**config.mk**
```make
export PLATFORM = sky130hd
export DESIGN_NAME = servile_mux_n
export DESIGN_NICKNAME = d
export VERILOG_FILES = /design/src/rtl/servile_mux_pkg.sv /design/src/rtl/servile_mux_decode.sv /design/src/rtl/servile_mux_n.sv
export SDC_FILE = /design/constraint.sdc
export NUM_CORES = 1
export LEC_CHECK = 0
export ABC_AREA = 1
export CAP_MARGIN = 20
export CORE_ASPECT_RATIO = 1.5
export CORE_MARGIN = 10
export CORE_UTILIZATION = 43
export CTS_CLUSTER_DIAMETER = 100
export CTS_CLUSTER_SIZE = 20
export DETAILED_ROUTE_END_ITERATION = 7
export HOLD_SLACK_MARGIN = 0.03
export PLACE_DENSITY_LB_ADDON = 0.1
export SYNTH_ARGS = -nofsm -noshare
export SYNTH_HDL_FRONTEND = slang
export SYNTH_SLANG_ARGS = --single-unit
```
**constraint.sdc**
```tcl
create_clock -name i_clk -period 3.4 [get_ports i_clk]
set_input_delay 1.02 -clock i_clk [delete_from_list [all_inputs] [get_ports i_clk]]
set_output_delay 1.02 -clock i_clk [all_outputs]
set_load 0.01 [all_outputs]
```
**src/rtl/servile_mux_pkg.sv**
```systemverilog
// Shared types and helpers for the servile Wishbone router.
// Optional slave timeout is enabled with SERVILE_MUX_TIMEOUT_EN.
package servile_mux_pkg;

    typedef enum logic [1:0] {
        IDLE = 2'd0,
        FWD  = 2'd1,
        RESP = 2'd2
    } mux_state_t;

    localparam logic [31:0] DEFAULT_ERR_RDT = 32'hBADC0DE5;

    function automatic logic slot_valid(input int slot, input int num_slaves);
        return slot < num_slaves;
    endfunction

endpackage

```
**src/rtl/servile_mux_decode.sv**
```systemverilog
// Combinational address decode: top SEL_W address bits select the slave slot.
module servile_mux_decode
    import servile_mux_pkg::*;
#(
    parameter int NUM_SLAVES = 2,
    parameter int SEL_W      = 2
) (
    input  logic [31:0]      adr,
    output logic [SEL_W-1:0] slot,
    output logic             valid
);

    logic unused_low_adr;

    assign slot           = adr[31:32-SEL_W];
    assign valid          = slot_valid(int'(32'(slot)), NUM_SLAVES);
    assign unused_low_adr = ^adr[31-SEL_W:0];

endmodule

```
**src/rtl/servile_mux_n.sv**
```systemverilog
// Registered Wishbone router from the servile data port to NUM_SLAVES slaves.
// Define SERVILE_MUX_TIMEOUT_EN to abort slaves that do not ack within TIMEOUT cycles.
module servile_mux_n
    import servile_mux_pkg::*;
#(
    parameter int          NUM_SLAVES = 2,
    parameter int          SEL_W      = 2,
    parameter int          TIMEOUT    = 255,
    parameter logic [31:0] ERR_RDT    = DEFAULT_ERR_RDT
) (
    input  logic                     i_clk,
    input  logic                     i_rst_n,
    input  logic [31:0]              i_wb_cpu_adr,
    input  logic [31:0]              i_wb_cpu_dat,
    input  logic [3:0]               i_wb_cpu_sel,
    input  logic                     i_wb_cpu_we,
    input  logic                     i_wb_cpu_stb,
    output logic [31:0]              o_wb_cpu_rdt,
    output logic                     o_wb_cpu_ack,
    output logic                     o_wb_cpu_err,
    output logic [31:0]              o_wb_slv_adr,
    output logic [31:0]              o_wb_slv_dat,
    output logic [3:0]               o_wb_slv_sel,
    output logic                     o_wb_slv_we,
    output logic [NUM_SLAVES-1:0]    o_wb_slv_stb,
    input  logic [32*NUM_SLAVES-1:0] i_wb_slv_rdt,
    input  logic [NUM_SLAVES-1:0]    i_wb_slv_ack
);

    mux_state_t              state_q;
    logic [SEL_W-1:0]        slot_q;
    logic [SEL_W-1:0]        dec_slot;
    logic                    dec_valid;
    logic [NUM_SLAVES-1:0]   dec_onehot;
    logic                    ack_hit;
    logic [31:0]             rdt_hit;
    logic                    to_expire;

    servile_mux_decode #(
        .NUM_SLAVES (NUM_SLAVES),
        .SEL_W      (SEL_W)
    ) u_decode (
        .adr   (i_wb_cpu_adr),
        .slot  (dec_slot),
        .valid (dec_valid)
    );

    // NOTE: every output of an always_comb gets a default first, otherwise a latch is inferred.
    always_comb begin
        dec_onehot = '0;
        ack_hit    = 1'b0;
        rdt_hit    = '0;
        for (int k = 0; k < NUM_SLAVES; k++) begin
            if (dec_slot == SEL_W'(k)) dec_onehot[k] = 1'b1;
            if (slot_q == SEL_W'(k)) begin
                ack_hit = i_wb_slv_ack[k];
                rdt_hit = i_wb_slv_rdt[32*k +: 32];
            end
        end
    end

`ifdef SERVILE_MUX_TIMEOUT_EN
    localparam int CNT_W = ($clog2(TIMEOUT + 1) < 8) ? 8 : $clog2(TIMEOUT + 1);
    logic [CNT_W-1:0] to_cnt;

    // Expiry fires on the FWD cycle in which the counter would reach TIMEOUT.
    assign to_expire = (to_cnt == CNT_W'(TIMEOUT - 1));
`else
    localparam int unused_timeout = TIMEOUT;
    assign to_expire = 1'b0;
`endif

    // NOTE: sequential state uses non-blocking assignments so every register samples pre-edge values.
    always_ff @(posedge i_clk or negedge i_rst_n) begin
        if (!i_rst_n) begin
            state_q      <= IDLE;
            slot_q       <= '0;
            o_wb_cpu_rdt <= '0;
            o_wb_cpu_ack <= 1'b0;
            o_wb_cpu_err <= 1'b0;
            o_wb_slv_adr <= '0;
            o_wb_slv_dat <= '0;
            o_wb_slv_sel <= '0;
            o_wb_slv_we  <= 1'b0;
            o_wb_slv_stb <= '0;
`ifdef SERVILE_MUX_TIMEOUT_EN
            to_cnt       <= '0;
`endif
        end else begin
            o_wb_cpu_ack <= 1'b0;
            case (state_q)
                IDLE: begin
                    if (i_wb_cpu_stb) begin
                        o_wb_slv_adr <= i_wb_cpu_adr;
                        o_wb_slv_dat <= i_wb_cpu_dat;
                        o_wb_slv_sel <= i_wb_cpu_sel;
                        o_wb_slv_we  <= i_wb_cpu_we;
                        slot_q       <= dec_slot;
                        if (dec_valid) begin
                            state_q      <= FWD;
                            o_wb_slv_stb <= dec_onehot;
`ifdef SERVILE_MUX_TIMEOUT_EN
                            to_cnt       <= '0;
`endif
                        end else begin
                            state_q      <= RESP;
                            o_wb_cpu_ack <= 1'b1;
                            o_wb_cpu_err <= 1'b1;
                            o_wb_cpu_rdt <= ERR_RDT;
                        end
                    end
                end
                FWD: begin
                    // A real ack beats a simultaneous timeout expiry.
                    if (ack_hit) begin
                        state_q      <= RESP;
                        o_wb_slv_stb <= '0;
                        o_wb_cpu_ack <= 1'b1;
                        o_wb_cpu_err <= 1'b0;
                        o_wb_cpu_rdt <= rdt_hit;
                    end else if (to_expire) begin
                        state_q      <= RESP;
                        o_wb_slv_stb <= '0;
                        o_wb_cpu_ack <= 1'b1;
                        o_wb_cpu_err <= 1'b1;
                        o_wb_cpu_rdt <= ERR_RDT;
                    end else begin
`ifdef SERVILE_MUX_TIMEOUT_EN
                        to_cnt <= to_cnt + 1'b1;
`endif
                    end
                end
                RESP: begin
                    state_q <= IDLE;
                end
                default: begin
                    state_q      <= IDLE;
                    o_wb_slv_stb <= '0;
                end
            endcase
        end
    end

endmodule

```
==> metrics.cfg, run 1 <==
[outcome]
outcome = complete, no violations

[global_route]
use_met1_pct = 22.02
grt_usage_pct = 19.88
grt_remaining_overflow = 0
grt_pass1_wl_mm = 24.69
antenna_found_initial = 0
grtUsageMet3_pct = 5.683
use_met2_pct = 34.99
busiest_layer = met2
grt_max_degree = 70
first_global_vias = 4672

[sta]
period_needed_ns = 2.583
fmax_ghz = 0.3871
slew_viol_final = 0
final.setup.tns_ns = 0
finClkSkew_ns = 0.01154
timing.final.crit_share_pct = 75.98
finalSetupViolCount = 0
worst_pin_slew_ns = 0.6828
hold_viol = 0
maxSlewHeadroom_pct = 54.37
rsz0062_at_grt = false
whs_ns = 0.4751

[worst_setup_path]
crit_required_ns = 3.67
cp_max_fo = 37
path_cells = clkdlybuf4s50_1 > nand2_2 > inv_2 > nand2_4 > nand2_4 > nand2_1 > nand2_1
slowest_delay_ns = 0.55
crit_path_start = i_wb_cpu_stb
crit_path_end_kind = flop
cp-start-kind = primary input
reg2reg_slack_ns = 1.29
endpoint = o_wb_cpu_rdt[14]
worstSetupPathType = in -> reg
r2r_start = o_wb_slv_adr[30]
reg2reg_to = o_wb_cpu_rdt[14]
slowest_stage = clkdlybuf4s50_1
r2r_cells = 7
arrival_ns = 2.85

[clocking]
clkLatencyLatePin_ns = 0.34
clk_path_buf_depth = 2
clock-sinks = 107
cts_tree = yes
numCtsBuffers = 9
holdBufCountCts = 0
cts.htree.levels = 3
ctsResizeCount = 0
cts-root-buf = clkbuf_16
path_clk_slew_ns = 0.07
post_cts_buffers = 0

[cells_and_area]
final_cells = 947
final_common_cell = nand2_1
syn_to_final_growth_pct = 59.90
drive_above_1_share_pct = 3.736
fin_area_um2 = 7355
diodes = 0
layout_common_cells = nand2_1 (342), clkdlybuf4s50_1 (241), dfrtp_1 (107)
fin_util_pct = 69.83
multiInputGateArea_um2 = 1710
finalNetCount = 936
fillers = 894
seq_area_um2 = 2678

[place]
placed_cells = 930
io_buffer_count = 242
place_area_um2 = 7076
place.gp.congestion = 0.7884
dp.final_hpwl_mm = 11.91

[die]
num_io_pins = 243
initial_utilization_pct = 43.67
die_w_um = 104.4
core_um2 = 10530
die_area_um2 = 15320
num_rows = 46
die-height_um = 146.7

[yosys]
yosysSeqAreaShare_pct = 58.22
synth.ff_latch_count = 107
synthCells = 571
syn_area_um2 = 4599
yosys.cell_types.count = 16
syn_nets = 709
avgSynthCellArea_um2 = 8.055
ys_warn_count = 0

[detailed_routing]
drc = 0
drt_iter0_drc = 131
ant_nets = 0
totalWireLength_mm = 15.33
drtPass1Iterations = 4
vias = 4433
wl_per_cell_um = 16.19
viasPerCell = 4.681

[power_and_ir_drop]
p_per_area_nw_per_um2 = 866.6
ir_worst_vdd_uv = 530.9
p_leak_nw = 3.526

[worst_hold_path]
hold_class = reg -> reg
hold_path_depth = 2
min_from = o_wb_slv_stb[1]

[job]
cap_violations = 0

## power breakdown
group	internal, mW	switching [mW]	leakage (nW)
Clock	0.496	0.437	0.119
Sequential	1.88	0.347	1.33
Combinational	1.58	1.63	2.08
Total	3.96	2.41	3.53
## state kept, by name, indices dropped and copies added (netlist names)
name and count:
o_wb_cpu_rdt 32, o_wb_slv_adr 32, o_wb_slv_dat 32, o_wb_slv_sel 4, o_wb_slv_stb 2, state_q 2, o_wb_cpu_ack 1, o_wb_cpu_err 1
o_wb_slv_we 1
## cell usage after synthesis, drive strengths merged
library cell	number	share of area (%)
a21oi	14	1.5
clkbuf	6	0.49
buf	26	3.3
nand3	54	5.9
dfrtp	107	58
nand4	1	0.14
inv	10	0.82
o21ai	3	0.33
nand2	346	29
nor2	4	0.65
## logic make-up after synthesis
kind of cell | after synthesis | synth area share [%]
AOI/OAI and AO/OA | 17 | 1.850
buffers and inverters | 42 | 4.597
DFF | 107 | 58.22
and+or+nand+nor | 405 | 35.34
## area by class of cell
class	instances	area share [%]
multi-input cells	422	23.26
well taps	144	2.450
inverters	10	0.5104
repair buffers	248	33.79
clock buffers	12	3.215
clock inverters	4	0.3743
flip-flops and latches	107	36.41
## critical path, delay by kind of cell
family                 cells  cell delay (ns)
AND/OR/NAND/NOR            5             1.01
buffers and inverters      2             0.81
## stage by stage
step | setup slack (ns) | power (mW)
after global routing | 0.6654 | 6.841
final | 0.8166 | 6.373
after global placement | 0.5975 | 5.396
after detailed placement | 0.5154 | 5.482
after CTS | 0.8234 | 6.444
after floorplan | 1.679 | 3.700
## routing by layer
layer / routed length [um] / vias to the layer above / share of wire [%]
met1: 5839 / 2051 / 38
met2: 8093 / 153 / 53
met5: 0 / - / 0
met3: 1124 / 14 / 7.3
li1: - / 2215 / -
met4: 273 / 0 / 1.8
## worst min path at each step
stage	endpoint	slack, ns
floorplan	o_wb_slv_stb[0]	0.51
global placement	o_wb_slv_stb[1]	0.46
detailed placement	o_wb_slv_stb[1]	0.46
CTS	o_wb_slv_stb[1]	0.48
global route	o_wb_slv_dat[18]	0.50
finish	o_wb_slv_stb[1]	0.48
Power figures use the tool's default switching activity.
==> run 2: changes to the inputs <==
Settings changed: CORE_UTILIZATION 43 to 36.
Clock period 3.4 ns to 2.33 ns, I/O delays scaled along.
==> run 2 against run 1 <==
Against the previous run: worst hold slack worse by 0.18 ns; cell count up 1.9%; core utilization down 9.6 points; sequential share of layout area is 0.85 points lower; total power is 52% higher; count of clock-buffer cells in the layout fell by 3; via count is 0.25% higher; clock power increased by 89%; critical path type is now reg -> out.
==> metrics.cfg, run 2 (synthesis results as in run 1) <==
[outcome]
outcome = complete, no violations  ; unchanged

[power_and_ir_drop]
power_mw = 9.707  ; was 6.373 mW
p_sw_mw = 3.551  ; was 2.415 mW
internal_power_mw = 6.156  ; was 3.959 mW
combPwrFrac_pct = 48.2  ; was 50.4%
p_per_area_nw_per_um2 = 1289  ; was 866.6 nW/um^2
ir_worst_vdd_uv = 686.3  ; was 530.9 uV
p_leak_nw = 3.611  ; was 3.526 nW
seq_power_share_pct = 33.6  ; was 35.0%
sw_frac_of_total_pct = 36.59  ; was 37.89%
p_clk_share_pct = 18.1  ; was 14.6%

[detailed_routing]
wl_per_cell_um = 16.15  ; was 16.19 um
drtPass1Iterations = 4  ; unchanged
ant_nets = 0  ; unchanged
viasPerCell = 4.605  ; was 4.681
vias = 4444  ; was 4,433
drt_iter0_drc = 280  ; was 131
totalWireLength_mm = 15.59  ; was 15.33 mm
drc = 0  ; unchanged

[sta]
final.setup.tns_ns = 0  ; unchanged
timing.final.crit_share_pct = 90.43
hold_viol = 0  ; unchanged
fmax_ghz = 0.4746
fin_ws_ns = 0.2230  ; was 0.8166 ns
finalSetupViolCount = 0  ; unchanged
maxSlewHeadroom_pct = 64.38  ; was 54.37%
worst_pin_slew_ns = 0.5338  ; was 0.6828 ns
rsz0062_at_grt = false  ; unchanged
finClkSkew_ns = 0.004478  ; was 0.01154 ns
period_needed_ns = 2.107
slew_viol_final = 0  ; unchanged

[clocking]
cts-root-buf = clkbuf_16  ; unchanged
post_cts_buffers = 0  ; unchanged
cts_tree = yes  ; unchanged
numCtsBuffers = 9  ; unchanged
cts.htree.levels = 3  ; unchanged
clk_path_buf_depth = 2  ; unchanged
ctsResizeCount = 0  ; unchanged
clkLatencyLatePin_ns = 0.34  ; about the same
clock-sinks = 107  ; unchanged
holdBufCountCts = 0  ; unchanged
path_clk_slew_ns = 0.07  ; about the same

[worst_setup_path]
worstSetupPathType = reg -> out  ; was in -> reg
path_delay_family = buffers and inverters  ; was simple AND/OR/NAND/NOR gates
crit_path_start = o_wb_slv_adr[31]  ; was i_wb_cpu_stb
critPathBufInv = 1  ; was 2
path_cells = clkdlybuf4s50_1  ; was clkdlybuf4s50_1 > nand2_2 > inv_2 > nand2_4 > nand2_4 > nand2_1 > nand2_1
r2r_start = state_q[1]  ; was o_wb_slv_adr[30]
reg2reg_to = o_wb_cpu_rdt[21]  ; was o_wb_cpu_rdt[14]
slowest_stage = clkdlybuf4s50_1  ; unchanged
cp_max_fo = 4  ; was 37
cp_num_cells = 1  ; was 7
slowest_delay_ns = 0.61  ; was 0.55 ns
endpoint = o_wb_slv_adr[31]  ; was o_wb_cpu_rdt[14]
arrival_ns = 1.41  ; was 2.85 ns
crit_required_ns = 1.63  ; was 3.67 ns
r2r_cells = 5  ; was 7
cp-start-kind = flop  ; was primary input
crit_path_end_kind = output pin  ; was flop
reg2reg_slack_ns = 0.65  ; was 1.29 ns

[cells_and_area]
finalNetCount = 942  ; was 936
layout_common_cells = nand2_1 (342), clkdlybuf4s50_1 (241), dfrtp_1 (107)  ; unchanged
fin_util_pct = 60.19  ; was 69.83%
reg_top3 = o_wb_cpu_rdt x32, o_wb_slv_adr x32, o_wb_slv_dat x32  ; unchanged
syn_to_final_growth_pct = 63.74  ; was 59.90%
fillers = 1131  ; was 894
final_common_cell = nand2_1  ; unchanged
drive_above_1_share_pct = 4.821  ; was 3.736%
fin_area_um2 = 7531  ; was 7355 um^2
diodes = 0  ; unchanged

[place]
place_ws_ns = 0.2319  ; was 0.5154 ns
place_area_um2 = 7181  ; was 7076 um^2
dp.final_hpwl_mm = 12.17  ; was 11.91 mm
place.gp.congestion = 0.7918  ; was 0.7884
io_buffer_count = 242  ; unchanged

[worst_hold_path]
hold_class = in -> async  ; was reg -> reg

[global_route]
grt_max_degree = 69  ; was 70
first_global_vias = 4611  ; was 4,672
antenna_found_initial = 0  ; unchanged
grt_usage_pct = 17.15  ; was 19.88%
grt_remaining_overflow = 0  ; unchanged
grt_pass1_wl_mm = 24.84  ; was 24.69 mm

[die]
num_rows = 50  ; was 46
core_um2 = 12510  ; was 10,530 um^2
die_w_um = 112.3  ; was 104.4 um
die-height_um = 158.4  ; was 146.7 um
die_area_um2 = 17790  ; was 15,320 um^2
num_io_pins = 243  ; unchanged
initial_utilization_pct = 36.76  ; was 43.67%

[job]
cap_violations = 0  ; unchanged

[run 2: cell types whose count changed in the layout (fill, tap and decap cells not counted)]
| cell | previous run | this run |
|---|---|---|
| buf_4 | 5 | 9 |
| buf_12 | 1 | 4 |
| bufinv_16 | 0 | 3 |
| clkbuf_1 | 3 | 0 |
| buf_8 | 1 | 0 |
| clkinv_2 | 1 | 0 |
| clkinv_4 | 0 | 1 |
| clkinvlp_4 | 3 | 2 |
| inv_8 | 0 | 1 |
[run 2: cell type report]
class / count / area [um^2] / area share [%]
Sequential cell: 107 / 2678 / 35.55
Timing Repair Buffer: 254 / 2560 / 33.99
Multi-Input combinational cell: 422 / 1710 / 22.71
Clock buffer: 9 / 225.2 / 2.991
Tap cell: 156 / 195.2 / 2.592
Clock inverter: 7 / 125.1 / 1.661
Inverter: 10 / 37.54 / 0.4984
[run 2: worst min path at each step]
stage | end | slack, ns | cells past startpoint
finish | o_wb_cpu_rdt[10] | 0.30 | 1
global route | o_wb_cpu_rdt[10] | 0.33 | 1
CTS | o_wb_cpu_rdt[10] | 0.31 | 1
detailed placement | o_wb_slv_dat[4] | 0.46 | 2
global placement | o_wb_slv_stb[1] | 0.46 | 2
floorplan | o_wb_cpu_ack | 0.40 | 0
[run 2: routing by layer]
metal / track usage (%) / vias to the layer above / part of all wire [%]
met3: 7.420 / 13 / 9.5
met4: 4.909 / 0 / 1.3
met2: 29.07 / 154 / 50
met1: 19.16 / 2058 / 39
li1: - / 2219 / -
met5: 0 / - / 0
[run 2: stage by stage]
step | hold WS [ns] | cells
floorplan | 0.4034 | 571
global placement | 0.4604 | 949
detailed placement | 0.4640 | 949
CTS | 0.3122 | 965
global route | 0.3284 | 965
finish | 0.2997 | 965
[run 2: power groups by stage]
stage	clock network, mW	logic, mW	registers (mW)
after floorplan	0	1.73	3.67
after global placement	0	4.72	3.25
after detailed placement	0	4.78	3.28
after CTS	1.80	4.79	3.27
after global routing	1.89	5.17	3.38
final	1.76	4.68	3.26
